===== src/rtl/core_pkg.sv =====
// Shared definitions for the integer core pipeline control: FSM states,
// stall-vector encodings, stage indices and the default exception vector.
package core_pkg;

    typedef enum logic [1:0] {
        RUN,
        MC_BUSY,
        FLUSH
    } pc_state_t;

    localparam logic [5:0] STALL_NONE = 6'b000000;
    localparam logic [5:0] STALL_ID   = 6'b000111;
    localparam logic [5:0] STALL_EX   = 6'b001111;
    localparam logic [5:0] STALL_MEM  = 6'b011111;

    localparam int unsigned STG_PC    = 0;
    localparam int unsigned STG_IF_ID = 1;
    localparam int unsigned STG_ID_EX = 2;
    localparam int unsigned STG_EX_MEM = 3;
    localparam int unsigned STG_MEM_WB = 4;
    localparam int unsigned STG_WB    = 5;
    localparam int unsigned NUM_STG   = 6;

    localparam logic [31:0] EXC_VECTOR_DEF = 32'h0000_0020;

    // A requested length of 0 behaves as a single-cycle operation.
    function automatic logic [5:0] mc_cnt_init(input logic [5:0] n);
        return (n == 6'd0) ? 6'd0 : n - 6'd1;
    endfunction

endpackage


===== src/rtl/stall_timeout.sv =====
// Counts consecutive memory-stall cycles and flags a bus timeout.
module stall_timeout #(
    parameter int unsigned TIMEOUT = 16
) (
    input  logic clk,
    input  logic reset,
    input  logic mem_stallreq_i,
    input  logic clr,
    output logic expire_o
);

    logic [7:0] tcnt;

    always_ff @(posedge clk or posedge reset) begin
        if (reset) begin
            tcnt <= '0;
        end else if (clr || !mem_stallreq_i) begin
            tcnt <= '0;
        end else begin
            tcnt <= tcnt + 8'd1;
        end
    end

    // Suppressed during the flush cycle, which restarts the count.
    assign expire_o = mem_stallreq_i && !clr && (tcnt == 8'(TIMEOUT - 1));

endmodule


===== src/rtl/pipe_ctrl.sv =====
// Pipeline control: merges stage stall requests, sequences multi-cycle
// execute operations and flushes on exceptions or bus timeouts.
module pipe_ctrl
    import core_pkg::*;
#(
    parameter logic [31:0] EXC_VECTOR = EXC_VECTOR_DEF,
    parameter int unsigned TIMEOUT    = 16
) (
    input  logic        clk,
    input  logic        reset,
    input  logic        id_stallreq_i,
    input  logic        ex_mc_start_i,
    input  logic [5:0]  ex_mc_cycles_i,
    input  logic        mem_stallreq_i,
    input  logic        excp_i,
    input  logic        bus_err_clr_i,
    output logic [5:0]  stall_o,
    output logic        flush_o,
    output logic [31:0] new_pc_o,
    output logic        ex_mc_busy_o,
    output logic        ex_mc_done_o,
    output logic        bus_err_o
);

    pc_state_t  state, state_n;
    logic [5:0] cnt, cnt_n;
    logic       ex_req;
    logic       expire;

    stall_timeout #(
        .TIMEOUT(TIMEOUT)
    ) u_stall_timeout (
        .clk           (clk),
        .reset         (reset),
        .mem_stallreq_i(mem_stallreq_i),
        .clr           (flush_o),
        .expire_o      (expire)
    );

    always_ff @(posedge clk or posedge reset) begin
        if (reset) begin
            state     <= RUN;
            cnt       <= '0;
            bus_err_o <= 1'b0;
        end else begin
            state     <= state_n;
            cnt       <= cnt_n;
            bus_err_o <= expire || (bus_err_o && !bus_err_clr_i);
        end
    end

    always_comb begin
        state_n      = state;
        cnt_n        = cnt;
        ex_req       = 1'b0;
        ex_mc_done_o = 1'b0;

        case (state)
            RUN: begin
                if (ex_mc_start_i) begin
                    state_n = MC_BUSY;
                    cnt_n   = mc_cnt_init(ex_mc_cycles_i);
                    ex_req  = 1'b1;
                end
            end
            MC_BUSY: begin
                if (cnt == 6'd0) begin
                    ex_mc_done_o = 1'b1;
                    state_n      = RUN;
                end else begin
                    cnt_n  = cnt - 6'd1;
                    ex_req = 1'b1;
                end
            end
            FLUSH:   state_n = RUN;
            default: state_n = RUN;
        endcase

        // Exception or timeout overrides everything, including a same-cycle start.
        if (excp_i || expire) begin
            state_n = FLUSH;
            cnt_n   = '0;
        end
    end

    always_comb begin
        if (state == FLUSH)     stall_o = STALL_NONE;
        else if (mem_stallreq_i) stall_o = STALL_MEM;
        else if (ex_req)         stall_o = STALL_EX;
        else if (id_stallreq_i)  stall_o = STALL_ID;
        else                     stall_o = STALL_NONE;
    end

    assign flush_o      = (state == FLUSH);
    assign new_pc_o     = flush_o ? EXC_VECTOR : '0;
    assign ex_mc_busy_o = (state == MC_BUSY);

endmodule


===== config.mk =====
export PLATFORM = sky130hd
export DESIGN_NAME = pipe_ctrl
export DESIGN_NICKNAME = d
export VERILOG_FILES = /design/src/rtl/core_pkg.sv /design/src/rtl/stall_timeout.sv /design/src/rtl/pipe_ctrl.sv
export SDC_FILE = /design/constraint.sdc
export NUM_CORES = 1
export LEC_CHECK = 0
export CAP_MARGIN = 20
export CORE_MARGIN = 3
export CORE_UTILIZATION = 47
export CTS_CLUSTER_SIZE = 14
export DETAILED_ROUTE_END_ITERATION = 6
export PLACE_DENSITY = 0.86
export SYNTH_ARGS = -nofsm -noshare
export SYNTH_HDL_FRONTEND = slang
export SYNTH_SLANG_ARGS = --single-unit

===== constraint.sdc =====
create_clock -name clk -period 2.9 [get_ports clk]
set_input_delay 0.58 -clock clk [delete_from_list [all_inputs] [get_ports clk]]
set_output_delay 0.58 -clock clk [all_outputs]
set_load 0.005 [all_outputs]

==> results of run 1 <==
-- layer usage --
metal | track usage | routed length, um
met5 | 0 | 0
met3 | 0.0324 | 192
met1 | 0.193 | 1180
met2 | 0.273 | 1430
met4 | 0.0665 | 53
-- repair_timing --
action	4_1_cts	5_1_grt
resized for setup	0	1
setup buffers	0	1
hold buffers	0	0
setup endpoints to repair	0	4
-- worst max-delay path by stage --
| stage | start | slack (ps) | cells after the start | endpoint |
|---|---|---|---|---|
| floorplan | cnt[0] | 980 | 7 | stall_o[1] |
| global placement | ex_mc_start_i | 270 | 6 | stall_o[2] |
| detailed placement | ex_mc_start_i | 210 | 6 | stall_o[1] |
| CTS | cnt[0] | 120 | 7 | stall_o[1] |
| global route | cnt[1] | 20 | 7 | stall_o[2] |
| finish | cnt[1] | 180 | 7 | stall_o[0] |
-- state kept, by name, indices dropped and copies added (netlist names) --
name	flops
state	2
cnt	6
bus_err_o	1
u_stall_timeout.tcnt	8
-- placed cells by master, fill, tap and decap left out, types with 4 or more instances in the layout --
cell | synthesis | layout
clkdlybuf4s50_1 | 0 | 22
nand2_1 | 5 | 5
inv_1 | 11 | 11
a21oi_1 | 7 | 7
conb_1 | 1 | 32
o21ai_0 | 6 | 6
xor2_1 | 4 | 4
ha_1 | 5 | 5
nand2b_1 | 4 | 4
nor2_1 | 14 | 14
dfrtp_1 | 17 | 17
-- final cells by class --
class,count,area (sq um)
repair buffers,24,235
multi-input cells,124,738
inverters,11,41.3
clock inverters,1,5.00
flip-flops and latches,17,425
fillers,232,1130
well taps,30,37.5
clock buffers,3,22.5
-- cell families after synthesis --
group,share of synthesized area
compound gates,0.143
simple gates,0.221
flops,0.310
buf+inv,0.240
xor+xnor,0.0383
fa+ha+maj,0.0455
other cells,0.00273
-- worst max-delay path, stage by stage (launching register included) --
cell and delay [ps]:
dfrtp_1 390, inv_1 100, ha_1 200, nor2b_2 180, a21oi_1 120, nor2_1 70
o211ai_1 260, clkdlybuf4s50_1 550
-- power by group through the flow --
stage	sequential (mW)	clock, mW	combinational [mW]
after global routing	0.257	0.148	0.143
after global placement	0.260	0	0.119
final	0.256	0.131	0.128
after CTS	0.256	0.132	0.124
after detailed placement	0.261	0	0.123
after floorplan	0.257	0	0.110
-- per-stage QoR --
stage,utilization,instances
6_report,0.571,210
5_1_grt,0.571,210
4_1_cts,0.567,209
3_5_place_dp,0.557,205
3_3_place_gp,0.557,205
2_1_floorplan,-,191
==> impl_metrics.toml, run 1 <==
[placement]
hpwl_mm = 2.18
gp_congestion = 0.880
preCtsSetupSlack_ps = 210
placed_cell_area_sq_mm = 0.00147
io_buffers = 22

[timing]
max_freq_mhz = 367
fin_crit_ps = 2720
fin_worst_skew_ps = 6.73
worst_slew_pin_slew_ps = 643
setup_viol = 0
grt_setup_unrepaired = "false"
hold_viol = 0
slew_headroom = 0.571
hold_slack_ps = 498
fin_crit_sh = 0.939
finalWorstSetupSlack_ps = 176
finalMaxSlewViolations = 0
setup_tns_ps = 0

[synth]
synth_seq_cells = 17
yosys-top-cells-area = "dfrtp_1 (31%), buf_4 (19%), ha_1 (4.6%)"
netlist_top_cells_count = "buf_4 (35), dfrtp_1 (17), nor2_1 (14)"
synthCells = 160
synth-seq-area-share = 0.310
syn_area_sq_mm = 0.00137
synth.largest_area_cell = "dfrtp_1"
yosysUniqueCellTypes = 43
synth_top_area_frac = 0.310
synth.most_common_cell = "buf_4"
synth_ff_type = "dfrtp_1"
ys.warnings.count = 0
async_flop_share = 1.00
synth-edff-count = 0
synth_area_per_cell_sq_um = 8.59

[pwr]
powerDensity_mw_per_mm2 = 343
p_total_uw = 516
internal_power_uw = 358
switching_share = 0.306
combPwrFrac = 0.249
p_sw_uw = 158
p_seq_frac = 0.496
ir_drop_mv = 0.272
power.leakage_nw = 0.698
clockPowerShare = 0.255

[routing]
via_count = 1115
drc = 0
drt-pass1-iter-count = 4
drt_wl_total_mm = 2.86
final_antenna_net_count = 0
wl_per_cell_um = 13.6
drt_iter0_drc = 43
vias_per_cell = 5.31

[worst_setup_path]
required_ps = 2320
arrival_ps = 2140
crit_type = "reg -> out"
start_kind = "flop"
reg2reg_to = "cnt[0]"
reg2regPathDepth = 6
end_kind = "output port"
r2r_slack_ps = 790
reg2reg_from = "cnt[1]"
path_max_fanout = 4

[floorplan]
dieArea_sq_mm = 0.00361
num_rows = 18
io_pins = 55
die_height_um = 60.1
core-area_sq_mm = 0.00264
die_x_um = 60.1
start_util = 0.521

[hold_path]
min_path_cells = 1
hold_path_end = "u_stall_timeout.tcnt[0]"
hold_class = "reg -> reg"
hp-start = "u_stall_timeout.tcnt[0]"

[grt]
gr-total-overflow = 0
grt_pass1_vias = 1020
grt_max_degree = 18
grt_usage = 0.160
grt_pass1_wl_mm = 4.42
antenna_found_initial = 0

[layout]
antenna_cells = 0
nets = 199
design_area_sq_mm = 0.00151
drive_above_1_share = 0.0778
synthToLayoutAreaGrowth_pct = 9.56

[clocking]
cts.clk_slew.worst_paths_ps = 110
htree_num_levels = 1
cts_tree = "built"
clockBufferDepth = 2
cts_buffers = 3
insertion_delay_ps = 290
cts.sinks = 17
root_buffer = "clkbuf_4"

[status]
status = "completed"

[run]
max_cap_viol_count = 0
(Power assumes the default switching activity.)
==> inputs of run 2 (changes only) <==
Settings changed: CTS_CLUSTER_SIZE 14 to 12, GPL_TIMING_DRIVEN from default to 0, RECOVER_POWER from default to 25.
==> impl_metrics.toml, run 2 (synthesis results as in run 1) <==
[status]
status = "completed"

[pwr]
p_seq_frac = 0.463
clockPowerShare = 0.235
switching_share = 0.285
combPwrFrac = 0.302
powerDensity_mw_per_mm2 = 308
internal_power_uw = 393
ir_drop_mv = 0.310
power.leakage_nw = 0.894
p_sw_uw = 157

[worst_setup_path]
required_ps = 2320
arrival_ps = 2210
crit_type = "in -> out"
end_kind = "output port"
start_kind = "input pin"
path_max_fanout = 3

[floorplan]
core-area_sq_mm = 0.00264
start_util = 0.521
die_height_um = 60.1
dieArea_sq_mm = 0.00361
die_x_um = 60.1
io_pins = 55
num_rows = 18

[timing]
grt_setup_unrepaired = "false"
setup_tns_ps = 0
fin_worst_skew_ps = 11.0
worst_slew_pin_slew_ps = 635
max_freq_mhz = 359
fin_crit_sh = 0.962
finalMaxSlewViolations = 0
hold_viol = 0
setup_viol = 0
slew_headroom = 0.576
fin_crit_ps = 2790

[layout]
regMostFlops = "u_stall_timeout.tcnt"
layout_commonest_cell = "buf_4"
largest_registers = "u_stall_timeout.tcnt (8), cnt (6), state (2)"
largest_reg_flops = 8
drive_above_1_share = 0.234
final_cell_mix = "buf_4 (36), conb_1 (32), clkdlybuf4s50_1 (20)"
final_util = 0.677
nets = 237
antenna_cells = 0
synthToLayoutAreaGrowth_pct = 29.9
nFillCells = 230

[routing]
drt_wl_total_mm = 2.68
wl_per_cell_um = 10.8
via_count = 1162
vias_per_cell = 4.69
drc = 0
final_antenna_net_count = 0
drt_iter0_drc = 23
drt-pass1-iter-count = 4

[clocking]
cts_tree = "built"
root_buffer = "clkbuf_4"
cts_buffers = 3
htree_num_levels = 1
clockBufferDepth = 2
cts.clk_slew.worst_paths_ps = 90
cts.sinks = 17
hold_buffers = 0
insertion_delay_ps = 300

[grt]
grt_pass1_wl_mm = 4.48
grt_usage = 0.166
grt_pass1_vias = 1012
gr-total-overflow = 0
grt_max_degree = 18
antenna_found_initial = 0

[run]
max_cap_viol_count = 0

[hold_path]
hold_class = "reg -> reg"

[placement]
gp_congestion = 0.794
hpwl_mm = 2.19
io_buffers = 22
==> run 2: through the flow <==
step,power [mW],std cells,cell area (sq um),setup slack [ps],hold WS [ps]
final,0.549,248,1780,111,503
after global routing,0.585,248,1780,6.27,542
after CTS,0.550,247,1770,52.3,499
after detailed placement,0.421,243,1750,116,485
after global placement,0.420,243,1750,132,480
after floorplan,0.367,191,1490,985,448
==> run 2: per-layer routing <==
layer / wire length (um) / vias to the layer above / share of wire / global-route usage
li1: - / 608 / - / -
met3: 190 / 4 / 0.071 / 0.0346
met4: 50 / 0 / 0.019 / 0.0759
met5: 0 / - / 0 / 0
met2: 1250 / 39 / 0.47 / 0.262
met1: 1180 / 511 / 0.44 / 0.216
==> run 2: cell type report <==
| type | instances | area (sq um) | share of cell area |
|---|---|---|---|
| multi-input combinational | 124 | 738 | 0.414 |
| sequential | 17 | 425 | 0.238 |
| buffer | 39 | 288 | 0.161 |
| timing repair buffer | 23 | 228 | 0.128 |
| inverter | 11 | 41.3 | 0.0231 |
| tap | 30 | 37.5 | 0.0210 |
| clock buffer | 4 | 26.3 | 0.0147 |
==> run 2: worst paths after layout <==
| path | start | endpoint | slack [ps] | depth (start not counted) |
|---|---|---|---|---|
| max | ex_mc_start_i | stall_o[1] | 110 | 7 |
| min | u_stall_timeout.tcnt[0] | u_stall_timeout.tcnt[0] | 500 | 1 |
| max reg2reg | cnt[1] | cnt[0] | 940 | 7 |
| min reg2reg | u_stall_timeout.tcnt[0] | u_stall_timeout.tcnt[0] | 500 | 1 |
| max in group asynchronous | reset | u_stall_timeout.tcnt[4] | 1700 | 2 |
| min in group asynchronous | reset | u_stall_timeout.tcnt[1] | 790 | 2 |
==> run 2: what timing repair did <==
action,4_1_cts,5_1_grt
setup buffers,0,1
gates resized for setup,0,2
endpoints found under the setup margin,0,2
==> run 2: power by group through the flow <==
| stage | Combinational [mW] | Sequential (mW) | Clock [mW] |
|---|---|---|---|
| after floorplan | 0.110 | 0.257 | 0 |
| after global placement | 0.161 | 0.258 | 0 |
| after detailed placement | 0.162 | 0.259 | 0 |
| after CTS | 0.163 | 0.254 | 0.133 |
| after global routing | 0.187 | 0.256 | 0.142 |
| final | 0.166 | 0.255 | 0.129 |
==> run 2: critical path, cell delays in order <==
cell and delay [ps]:
clkdlybuf4s50_1 470, nor2_1 70, a21oi_1 130, nor2_1 60
o211ai_1 260, buf_4 150, clkdlybuf4s50_1 480
==> inputs of run 3 (changes only) <==
Settings changed: ABC_AREA from default to 1, GPL_ROUTABILITY_DRIVEN from default to 0, PLACE_DENSITY 0.86 to 0.85.
==> impl_metrics.toml, run 3 <==
[clocking]
insertion_delay_ps = 300
cts_setup_buffers = 0
cts_buffers = 3
cts.sinks = 17
cts_resized = 0
root_buffer = "clkbuf_4"
cts.clk_slew.worst_paths_ps = 110
htree_num_levels = 1
cts_tree = "built"
clockBufferDepth = 2
hold_buffers = 0

[synth]
netlist_top_cells_count = "nand2_1 (38), buf_4 (35), nor2_1 (25)"
synth.most_common_cell = "nand2_1"
synth-edff-count = 0
synth-xor-area-share = 0.0183
synth_adder_area_share = 0.0436
synth_ff_type = "dfrtp_1"
synth-seq-area-share = 0.296
ys.warnings.count = 0
synth_simple_gate_area_frac = 0.288
synth_seq_cells = 17
syn_area_sq_mm = 0.00144
synthMuxAreaShare = 0
yosys-top-cells-area = "dfrtp_1 (30%), buf_4 (18%), nand2_1 (9.9%)"
synth-compound-area-share = 0.0958
synth_area_per_cell_sq_um = 7.25
synthCells = 198
synth_top_family_by_area = "simple AND/OR/NAND/NOR gates"
yosysUniqueCellTypes = 25
synth.largest_area_cell = "dfrtp_1"
async_flop_share = 1.00
synth_top_area_frac = 0.296

[floorplan]
io_pins = 55
start_util = 0.508
die_x_um = 61.3
core-area_sq_mm = 0.00283
num_rows = 19
dieArea_sq_mm = 0.00376
die_height_um = 61.3

[layout]
regArea_sq_um = 425
drive_above_1_share = 0.216
synthToLayoutAreaGrowth_pct = 28.5
multi_input_area_sq_um = 767
final_util = 0.652
largest_reg_flops = 8
layout_commonest_cell = "nand2_1"
nFillCells = 258
final_cell_mix = "nand2_1 (38), buf_4 (35), conb_1 (32)"
regMostFlops = "u_stall_timeout.tcnt"
nets = 274
antenna_cells = 0
instances_no_fill = 286
design_area_sq_mm = 0.00185
largest_registers = "u_stall_timeout.tcnt (8), cnt (6), state (2)"

[timing]
finalMaxSlewViolations = 0
slew_headroom = 0.539
hold_viol = 0
hold_slack_ps = 492
grt_setup_unrepaired = "false"
fin_crit_ps = 2680
fin_crit_sh = 0.925
finalWorstSetupSlack_ps = 217
worst_slew_pin_slew_ps = 690
setup_tns_ps = 0
fin_worst_skew_ps = 2.96
setup_viol = 0
max_freq_mhz = 373

[pwr]
combPwrFrac = 0.336
clockPowerShare = 0.226
switching_share = 0.330
ir_drop_mv = 0.219
p_seq_frac = 0.438
p_total_uw = 607
powerDensity_mw_per_mm2 = 329
p_sw_uw = 200
internal_power_uw = 407
power.leakage_nw = 0.992

[worst_setup_path]
reg2reg_to = "cnt[3]"
path_max_fanout = 5
reg2reg_from = "u_stall_timeout.tcnt[0]"
end_kind = "output port"
required_ps = 2320
crit_type = "reg -> out"
r2r_slack_ps = 1330
arrival_ps = 2100
start_kind = "flop"
reg2regPathDepth = 9

[status]
status = "completed"

[grt]
grt_usage = 0.147
gr-total-overflow = 0
antenna_found_initial = 0
grt_max_degree = 18
grt_pass1_vias = 982
grt_pass1_wl_mm = 4.13

[hold_path]
min_path_cells = 1
hp-start = "u_stall_timeout.tcnt[0]"
hold_class = "reg -> reg"
hold_path_end = "u_stall_timeout.tcnt[0]"

[placement]
io_buffers = 22
numPlacedInstances = 282
preCtsSetupSlack_ps = 298
placed_cell_area_sq_mm = 0.00181
hpwl_mm = 2.24

[routing]
via_count = 1264
final_antenna_net_count = 0
drc = 0
wl_per_cell_um = 9.46
vias_per_cell = 4.42
drt_wl_total_mm = 2.71
drt-pass1-iter-count = 4
drt_iter0_drc = 46

[run]
max_cap_viol_count = 0
run 3: cell types whose count changed after synthesis, sizes merged, moves of 5 or more:
cell   delta
nand2    +35
nand3    +11
nor2     +14
o21ai     +5
inv      +13
run 3: cell type report:
type	count	area share
multi-input combinational	152	0.416
sequential	17	0.231
buffer	36	0.148
timing repair buffer	22	0.119
inverter	24	0.0502
tap	31	0.0210
clock buffer	3	0.0122
clock inverter	1	0.00271
run 3: worst max path at each step:
stage | from | endpoint | cells past startpoint
global route | cnt[0] | stall_o[1] | 9
floorplan | cnt[0] | stall_o[1] | 8
finish | cnt[0] | stall_o[2] | 9
detailed placement | mem_stallreq_i | stall_o[2] | 5
CTS | cnt[0] | stall_o[2] | 9
global placement | mem_stallreq_i | stall_o[1] | 5
run 3: cell families (layout without fill, tap and decap cells):
kind of cell / after synthesis / count (layout)
other cells: 1 / 32
flops: 17 / 17
xor+xnor: 3 / 3
fa+ha+maj: 5 / 5
compound gates: 21 / 21
buf+inv: 60 / 86
simple gates: 91 / 91
run 3: metal layers:
layer  up-vias  track usage  wire, um  part of all wire
met4         0       0.0372        19            0.0070
met2        32        0.255      1440              0.53
li1        677            -         -                 -
met1       553        0.178      1110              0.41
met5         -            0         0                 0
met3         2       0.0440       137             0.051
run 3: worst max-delay path, stage by stage, from the launching register on:
cell and delay [ps]:
dfrtp_1 420, inv_2 100, ha_1 170, nand3_1 80, nand2_1 70, inv_1 50
a21oi_1 190, a31oi_2 140, buf_4 150, clkdlybuf4s50_1 430
run 3: power by group through the flow:
stage               clock network, mW  registers [mW]  logic, mW
finish                          0.137           0.266      0.204
global route                    0.154           0.268      0.232
CTS                             0.138           0.265      0.202
detailed placement                  0           0.270      0.202
global placement                    0           0.270      0.197
floorplan                           0           0.267      0.146
